===== src/rtl/dmem_port_arbiter_pkg.sv =====
// Shared types and defaults for the data-memory port arbiter.
// State/owner encodings plus a helper that sizes counters from their maximum value.
package dmem_arb_pkg;

  typedef enum logic [1:0] {
    IDLE = 2'd0,
    BUSY = 2'd1,
    DONE = 2'd2
  } state_e;

  typedef enum logic {
    OWN_CPU = 1'b0,
    OWN_AUX = 1'b1
  } owner_e;

  localparam int          DEF_MAX_CPU_STREAK = 4;
  localparam int          DEF_TIMEOUT_CYCLES = 256;
  localparam logic [31:0] DEF_ERR_DATA       = 32'hDEAD_BEEF;

  // Bits needed to hold values 0..max_val.
  function automatic int cnt_width(input int max_val);
    return (max_val < 2) ? 1 : $clog2(max_val + 1);
  endfunction

endpackage


===== src/rtl/dmem_port_arbiter.sv =====
// Arbitrates the single data-memory port between the CPU memory stage and an aux loader.
// CPU has fixed priority with a starvation guard for aux; hung accesses are aborted by a timeout.
module dmem_port_arbiter
  import dmem_arb_pkg::*;
#(
  parameter int          MAX_CPU_STREAK = DEF_MAX_CPU_STREAK,
  parameter int          TIMEOUT_CYCLES = DEF_TIMEOUT_CYCLES,
  parameter logic [31:0] ERR_DATA       = DEF_ERR_DATA
) (
  input  logic        clk,
  input  logic        rst,
  input  logic        cpu_req,
  input  logic        cpu_we,
  input  logic [31:0] cpu_addr,
  input  logic [31:0] cpu_wdata,
  output logic        cpu_ready,
  output logic [31:0] cpu_rdata,
  input  logic        aux_req,
  input  logic        aux_we,
  input  logic [31:0] aux_addr,
  input  logic [31:0] aux_wdata,
  output logic        aux_ready,
  output logic [31:0] aux_rdata,
  output logic        err,
  output logic        mem_req,
  output logic        mem_we,
  output logic [31:0] mem_addr,
  output logic [31:0] mem_wdata,
  input  logic [31:0] mem_rdata,
  input  logic        mem_ready
);

  localparam int STREAK_W = cnt_width(MAX_CPU_STREAK);
  localparam int TMO_W    = cnt_width(TIMEOUT_CYCLES - 1);
  localparam logic [STREAK_W-1:0] STREAK_MAX = STREAK_W'(MAX_CPU_STREAK);
  localparam logic [TMO_W-1:0]    TMO_LAST   = TMO_W'(TIMEOUT_CYCLES - 1);

  state_e              state_r;
  state_e              state_next_s;
  owner_e              owner_r;
  logic [STREAK_W-1:0] streak_r;
  logic [TMO_W-1:0]    tmo_r;
  logic                grant_aux_s;
  logic                timeout_s;
  logic [31:0]         resp_data_s;
  logic                mem_req_r;
  logic                mem_we_r;
  logic [31:0]         mem_addr_r;
  logic [31:0]         mem_wdata_r;
  logic                cpu_ready_r;
  logic                aux_ready_r;
  logic [31:0]         cpu_rdata_r;
  logic [31:0]         aux_rdata_r;
  logic                err_r;

  // Next-state, arbitration decision and timeout detection.
  always_comb begin
    state_next_s = state_r;
    grant_aux_s  = aux_req && (!cpu_req || (streak_r == STREAK_MAX));
    timeout_s    = (tmo_r == TMO_LAST) && !mem_ready;
    resp_data_s  = mem_ready ? mem_rdata : ERR_DATA;
    case (state_r)
      IDLE: begin
        if (cpu_req || aux_req) begin
          state_next_s = BUSY;
        end else begin
          state_next_s = IDLE;
        end
      end
      BUSY: begin
        if (mem_ready || timeout_s) begin
          state_next_s = DONE;
        end else begin
          state_next_s = BUSY;
        end
      end
      DONE:    state_next_s = IDLE;
      default: state_next_s = IDLE;
    endcase
  end

  // State register.
  always_ff @(posedge clk or negedge rst) begin
    if (!rst) begin
      state_r <= IDLE;
    end else begin
      state_r <= state_next_s;
    end
  end

  // Request latching, counters, and registered completion pulses.
  always_ff @(posedge clk or negedge rst) begin
    if (!rst) begin
      owner_r     <= OWN_CPU;
      streak_r    <= {STREAK_W{1'b0}};
      tmo_r       <= {TMO_W{1'b0}};
      mem_req_r   <= 1'b0;
      mem_we_r    <= 1'b0;
      mem_addr_r  <= 32'h0000_0000;
      mem_wdata_r <= 32'h0000_0000;
      cpu_ready_r <= 1'b0;
      aux_ready_r <= 1'b0;
      cpu_rdata_r <= 32'h0000_0000;
      aux_rdata_r <= 32'h0000_0000;
      err_r       <= 1'b0;
    end else begin
      cpu_ready_r <= 1'b0;
      aux_ready_r <= 1'b0;
      err_r       <= 1'b0;
      case (state_r)
        IDLE: begin
          tmo_r <= {TMO_W{1'b0}};
          if (cpu_req || aux_req) begin
            mem_req_r <= 1'b1;
            if (grant_aux_s) begin
              owner_r     <= OWN_AUX;
              mem_we_r    <= aux_we;
              mem_addr_r  <= aux_addr;
              mem_wdata_r <= aux_wdata;
              streak_r    <= {STREAK_W{1'b0}};
            end else begin
              owner_r     <= OWN_CPU;
              mem_we_r    <= cpu_we;
              mem_addr_r  <= cpu_addr;
              mem_wdata_r <= cpu_wdata;
              // Count CPU wins only while aux is actually waiting.
              if (!aux_req) begin
                streak_r <= {STREAK_W{1'b0}};
              end else if (streak_r != STREAK_MAX) begin
                streak_r <= streak_r + STREAK_W'(1);
              end
            end
          end
        end
        BUSY: begin
          if (mem_ready || timeout_s) begin
            mem_req_r <= 1'b0;
            mem_we_r  <= 1'b0;
            tmo_r     <= {TMO_W{1'b0}};
            err_r     <= !mem_ready;
            if (owner_r == OWN_AUX) begin
              aux_ready_r <= 1'b1;
              aux_rdata_r <= resp_data_s;
            end else begin
              cpu_ready_r <= 1'b1;
              cpu_rdata_r <= resp_data_s;
            end
          end else begin
            tmo_r <= tmo_r + TMO_W'(1);
          end
        end
        DONE: begin
          tmo_r <= {TMO_W{1'b0}};
        end
        default: begin
          mem_req_r <= 1'b0;
          mem_we_r  <= 1'b0;
          tmo_r     <= {TMO_W{1'b0}};
        end
      endcase
    end
  end

  assign cpu_ready = cpu_ready_r;
  assign cpu_rdata = cpu_rdata_r;
  assign aux_ready = aux_ready_r;
  assign aux_rdata = aux_rdata_r;
  assign err       = err_r;
  assign mem_req   = mem_req_r;
  assign mem_we    = mem_we_r;
  assign mem_addr  = mem_addr_r;
  assign mem_wdata = mem_wdata_r;

endmodule


===== config.mk =====
export PLATFORM = sky130hd
export DESIGN_NAME = dmem_port_arbiter
export DESIGN_NICKNAME = d
export VERILOG_FILES = /design/src/rtl/dmem_port_arbiter_pkg.sv /design/src/rtl/dmem_port_arbiter.sv
export SDC_FILE = /design/constraint.sdc
export NUM_CORES = 1
export LEC_CHECK = 0
export ABC_AREA = 1
export CAP_MARGIN = 20
export CORE_MARGIN = 2
export CORE_UTILIZATION = 45
export DETAILED_ROUTE_END_ITERATION = 12
export GPL_TIMING_DRIVEN = 0
export MAX_ROUTING_LAYER = met4
export PLACE_DENSITY = 0.86
export SLEW_MARGIN = 30
export SYNTH_ARGS = -nofsm -noshare
export SYNTH_HDL_FRONTEND = slang
export SYNTH_SLANG_ARGS = --single-unit

===== constraint.sdc =====
create_clock -name clk -period 3.35 [get_ports clk]
set_clock_uncertainty 0.15 [all_clocks]
set_input_delay 0.5025 -clock clk [delete_from_list [all_inputs] [get_ports clk]]
set_output_delay 0.5025 -clock clk [all_outputs]
set_load 0.005 [all_outputs]

==> impl_metrics.csv, run 1 <==
group,metric,value,unit
status,status,"complete, no violations",
critical_path,critPathMaxFanout,10,
power,p_per_area,854.0,nW/um2
placement,placement.io_buffers,297,
sta,post-route-period-util,60.27,%
finish,syn_to_final_growth,58.51,%
synth,ys.flop_type,"dfrtp_1",
job,drv_cap,0,
placement,place_hpwl,17130,um
sta,fmax,0.4953,GHz
clock_tree,htreeDepth,4,
clock_tree,cts_resized,0,
synth,ys_seq_area_share,55.29,%
synth,synth.net_count,938,
sta,max-slew-margin-rel,56.22,%
synth,synth_top_area_cell,"dfrtp_1",
detailed_routing,drt_iter0_drc,597,
die,die_x,125.6,um
finish,design_area,10550,um2
die,start_util,45.95,%
clock_tree,clk_pin_slew,60,ps
die,rows,44,
critical_path,crit_slowest_cell,"clkbuf_1",
global_route,grt_max_degree,88,
global_route,grtUsageTotal,30.16,%
detailed_routing,vias,7033,
synth,synth_most_common_cell,"nand2_1",
detailed_routing,firstDrtPassIters,5,
global_route,grt_pass1_vias,6923,
sta,rsz0062_at_grt,"false",
critical_path,crit_path_end_kind,"register",
critical_path,cp_common_cell,"nand2_1",
placement,place_area,9916,um2
sta,hold_ws,282.0,ps
synth,yosys.area.top_type_share,55.29,%
power,vdd_drop_max,0.0003893,V
placement,pre_cts_ws,954.4,ps
power,p_leak,4.588,nW
detailed_routing,avgRoutedWirePerCell,18.03,um
placement,gp_congestion,0.9085,
clock_tree,cts_root_buf,"clkbuf_16",
critical_path,cp_data_arrival_time,2220,ps
power,totalPowerFinal,9.005,mW
synth,synth_edf_count,0,
die,io_pins,300,
die,die-area,15770,um2
critical_path,crit_family,"buffers and inverters",
clock_tree,cts_tree,"done",
synth,yosys-top-cells-count,"nand2_1 (150), dfrtp_1 (147), a21oi_1 (132)",
finish,nNetsFinal,1257,
detailed_routing,drc_errors,0,
sta,slew_viol_final,0,
global_route,grt_first_pass_wirelength,36230,um
synth,synthArstFlopShare,100.0,%
clock_tree,clock_path_buffers,2,
die,core,14480,um2
sta,layout_setup_ws,1331,ps
synth,netlist-cell-type-count,26,
clock_tree,cts_buffers,17,
synth,yosysWarningCount,0,
clock_tree,cts_setup_buffers,0,
critical_path,max_stage_delay,520,ps
detailed_routing,drt-total-wl,23160,um
synth,ys_ff_latch,147,
critical_path,worstPathCellList,"inv_1 > ha_1 > nand2_1 > nand2_1 > nand2_1 > clkbuf_1 > a21oi_1 > a21oi_1",
sta,layout_min_cycle_time,2019,ps
finish,post-route-util,72.83,%
critical_path,crit_type,"reg -> reg",
worst_hold_path,hold_path_class,"in -> reg",
sta,finalSetupViolations,0,
sta,worst_pin_slew,656.8,ps
synth,netlist_instances,768,
clock_tree,clkLatencyLatePin,430,ps
detailed_routing,antenna_left,0,
global_route,grt-ovfl-total,0,
synth,syn-cell-area,6653,um2
critical_path,crit_path_start_kind,"register",
synth,avgSynthCellArea,8.662,um2
critical_path,cp_num_buf_inv,2,
die,fp.dieH,125.6,um
global_route,antenna_found_initial,1,
clock_tree,clkSinkCount,147,
synth,synth_area_leaders,"dfrtp_1 (55%), a21oi_1 (9.9%), nand2_1 (8.5%), nand4_1 (6.3%), nand3_1 (5.2%)",
sta,hold_viol_final,0,
finish,drive_gt1_share,9.727,%
finish,fillerInstances,1075,
detailed_routing,via_per_inst,5.473,
critical_path,crit_required,3550,ps
-- stage by stage --
stage	cells	TNS [ps]
6_report	1285	0
5_1_grt	1285	0
4_1_cts	1284	0
3_5_place_dp	1251	0
3_3_place_gp	1249	-633070
2_1_floorplan	768	0
-- what timing repair did --
action / in CTS / in global routing
setup endpoints to repair: 0 / 0
hold buffers: 1 / 0
endpoints found under the hold margin: 88 / 0
-- worst reg2reg max path: stages (launching register included) --
cell      delay [ps]
dfrtp_1          350
inv_1             80
ha_1             190
nand2_1           70
nand2_1           80
nand2_1          190
clkbuf_1         520
a21oi_1          160
a21oi_1          150
-- per-layer routing --
layer  track usage, %  vias up  part of all wire (%)
met3            7.317       65                   8.1
met1            35.36     3375                    38
met5                -        -                     0
met2            48.65      334                    49
li1                 -     3259                     -
met4            14.97        0                   4.2
-- area by class of cell --
class / instances / area [um2] / share of cell area, %
Timing Repair Buffer: 300 / 3043 / 28.86
Sequential cell: 147 / 3679 / 34.88
Tap cell: 184 / 230.2 / 2.183
Inverter: 14 / 52.55 / 0.4983
Buffer: 65 / 315.3 / 2.990
Clock buffer: 18 / 439.2 / 4.165
Multi-Input combinational cell: 542 / 2606 / 24.72
Antenna cell: 1 / 2.502 / 0.02373
Clock inverter: 14 / 177.7 / 1.685
-- final timing paths --
kind                                from            end  slack [ps]  depth (start not counted)
max                          streak_r[0]   mem_addr[15]        1330                          8
min                            mem_ready  aux_rdata[14]         280                          3
max reg2reg                  streak_r[0]   mem_addr[15]        1330                          8
min reg2reg                cpu_rdata[23]  cpu_rdata[23]         320                          2
max in group asynchronous            rst   mem_addr[29]        1870                          4
min in group asynchronous            rst  aux_rdata[22]         300                          2
-- layout by cell type (no fill, tap or decap), drive strengths merged, types with 2 or more instances in the layout --
master	Yosys	routed
nand4	67	67
or2	24	24
o21ai	5	5
clkinvlp	0	7
ha	3	3
nand3	71	71
nor2	82	82
nor3	2	2
clkbuf	23	41
xor2	2	2
buf	42	45
a21oi	132	132
dfrtp	147	147
bufinv	0	3
nand2	152	152
clkdlybuf4s50	0	296
inv	14	17
-- cells by family after synthesis --
kind of cell	count (synthesis)	share of synthesized area [%]
flip-flops	147	55.29
adder cells (fa/ha/maj)	3	0.5643
AND/OR/NAND/NOR	399	27.74
AO/OA/AOI/OAI	137	10.48
XOR/XNOR	3	0.3950
buffers and inverters	79	5.529
-- registers in the layout, summed over array words and instances (netlist names) --
signal and cells:
streak_r 3, state_r 2, cpu_ready 1, mem_req 1
aux_rdata 32, tmo_r 8, mem_addr 32, owner_r 1
err 1, mem_wdata 32, mem_we 1, cpu_rdata 32
aux_ready 1
-- report_power, final --
part / total (mW) / leakage (nW) / switching [mW] / internal (mW)
sequential: 3.07 / 1.75 / 0.475 / 2.60
clock: 2.00 / 0.278 / 0.801 / 1.20
combinational: 3.93 / 2.56 / 1.84 / 2.09
(Power assumes the default switching activity.)
==> run 2: changes to the inputs <==
- CORE_UTILIZATION: 45 -> 38
- PLACE_DENSITY: 0.86 -> 0.77
- clock period: 3.35 -> 1.84 ns (I/O delays scaled with it)
==> run 2 against run 1 <==
Compared with the run above: clock power rose by 76%; hold slack got worse by 220 ps; first-iteration DRC count fell by 21%; final cell count rose by 3.2%; utilization fell by 11 points; die area rose by 18%; critical path type is now reg -> out; largest cell class unchanged; highest routed layer unchanged.
==> impl_metrics.csv, run 2 (same netlist as run 1, synthesis figures left out) <==
group,metric,value,unit
die,fp.dieH,136.3,um
job,drv_cap,0,
sta,worst_pin_slew,642.1,ps
clock_tree,clock_path_buffers,2,
global_route,grt_pass1_vias,6845,
finish,syn_to_final_growth,60.86,%
critical_path,r2r_setup_slack,70,ps
clock_tree,cts_buffers,17,
critical_path,crit_slowest_cell,"clkdlybuf4s50_1",
detailed_routing,avgRoutedWirePerCell,17.96,um
die,core,17180,um2
critical_path,crit_family,"buffers and inverters",
finish,diodes,0,
placement,place_hpwl,17970,um
sta,layout_setup_ws,60.83,ps
die,die_x,136.3,um
sta,hold_ws,66.59,ps
finish,design_area,10700,um2
clock_tree,cts_root_buf,"clkbuf_16",
detailed_routing,drt_iter0_drc,472,
critical_path,max_stage_delay,590,ps
clock_tree,clkSinkCount,147,
sta,post-route-period-util,96.69,%
global_route,grt_max_degree,83,
worst_hold_path,hold_path_class,"in -> reg",
status,status,"complete, no violations",
critical_path,critPathMaxFanout,2,
clock_tree,htreeDepth,4,
power,p_per_area,1534,nW/um2
power,p_leak,4.660,nW
sta,fmax,0.5621,GHz
finish,nNetsFinal,1258,
worst_hold_path,hold_start,"mem_ready",
global_route,grt_first_pass_wirelength,36390,um
worst_hold_path,worstHoldEndpoint,"aux_rdata[17]",
die,die-area,18580,um2
global_route,grt-ovfl-total,0,
detailed_routing,drc_errors,0,
detailed_routing,via_per_inst,5.216,
clock_tree,cts_tree,"done",
finish,final_cell_mix,"clkdlybuf4s50_1 (295), nand2_1 (148), dfrtp_1 (147)",
detailed_routing,drt-total-wl,23820,um
sta,slew_viol_final,0,
critical_path,cp_data_arrival_time,1350,ps
sta,finalSetupViolations,0,
critical_path,ff2ff_path_depth,9,
detailed_routing,vias,6917,
die,rows,48,
sta,hold_viol_final,0,
critical_path,crit_path_start_kind,"register",
finish,seq_area,3679,um2
placement,place_area,9940,um2
critical_path,crit_path_end_kind,"primary output",
die,io_pins,300,
sta,max-slew-margin-rel,57.20,%
sta,layout_min_cycle_time,1779,ps
critical_path,crit_required,1410,ps
placement,pre_cts_ws,-293.3,ps
clock_tree,clkLatencyLatePin,420,ps
finish,multi_input_area,2661,um2
placement,dp_cells,1291,
placement,placement.io_buffers,297,
critical_path,cp_num_buf_inv,1,
die,start_util,38.73,%
clock_tree,clk_pin_slew,70,ps
critical_path,timing.rr.end,"aux_rdata[19]",
critical_path,crit_type,"reg -> out",
critical_path,cp.depth,1,
global_route,grtUsageTotal,26.35,%
placement,gp_congestion,0.8964,
finish,finalNonFillerCells,1326,
detailed_routing,antenna_left,0,
detailed_routing,firstDrtPassIters,5,
finish,layout_commonest_cell,"clkdlybuf4s50_1",
global_route,antenna_found_initial,0,
critical_path,crit-reg2reg-launch,"tmo_r[0]",
finish,fillerInstances,1471,
worst_hold_path,whs_path_depth,3,
power,totalPowerFinal,16.41,mW
power,vdd_drop_max,0.0007139,V
critical_path,worstPathCellList,"clkdlybuf4s50_1",
sta,rsz0062_at_grt,"true",
finish,drive_gt1_share,11.17,%
-- run 2: worst reg2reg max path: stages (launching register included) --
cell and delay [ps]:
dfrtp_1 390, ha_2 200, nand2_1 60, nor2_1 120, nand2_2 130, nand2_4 150, nand3_4 140, buf_6 200
nand2_1 70, nand2_1 60
-- run 2: per-stage QoR --
step | util, % | setup TNS [ps]
after floorplan | - | 0
after global placement | 57.68 | -847230
after detailed placement | 57.87 | -9513
after CTS | 61.44 | 0
after global routing | 62.30 | -367.9
final | 62.30 | 0
-- run 2: final cells by class --
| class | instances | share of cell area (%) |
|---|---|---|
| flip-flops and latches | 147 | 34.37 |
| repair buffers | 301 | 28.34 |
| multi-input cells | 542 | 24.87 |
| clock buffers | 19 | 4.139 |
| plain buffers | 65 | 3.741 |
| well taps | 225 | 2.631 |
| clock inverters | 13 | 1.415 |
| inverters | 14 | 0.4911 |
-- run 2: timing repair --
action / in CTS / in global routing
resized for setup: 5 / 55
setup buffers: 0 / 2
setup endpoints to repair: 30 / 113
hold endpoints to repair: 81 / 0
pin swaps: 0 / 3
hold buffers: 1 / 0
-- run 2: worst max path at each step --
| stage | end | slack, ps | from |
|---|---|---|---|
| 6_report | mem_wdata[8] | 60 | mem_wdata[8] |
| 5_1_grt | aux_rdata[19] | -50 | tmo_r[0] |
| 4_1_cts | aux_rdata[19] | 3 | tmo_r[0] |
| 3_5_place_dp | mem_addr[31] | -290 | cpu_req |
| 3_3_place_gp | mem_wdata[10] | -5730 | rst |
| 2_1_floorplan | mem_addr[30] | 260 | streak_r[0] |
-- run 2: where the power goes --
part | switching, mW | internal (mW) | total (mW)
Clock | 1.47 | 2.06 | 3.52
Sequential | 0.880 | 4.73 | 5.61
Combinational | 3.39 | 3.88 | 7.28
Total | 5.74 | 10.7 | 16.4
-- run 2: routing by layer --
metal	part of all wire [%]	track usage, %	routed length [um]	vias up
li1	-	-	-	3264
met1	39	30.19	9242	3294
met2	50	43.50	11950	319
met3	8.3	7.793	1977	40
met4	2.7	10.36	642	0
met5	0	-	0	-
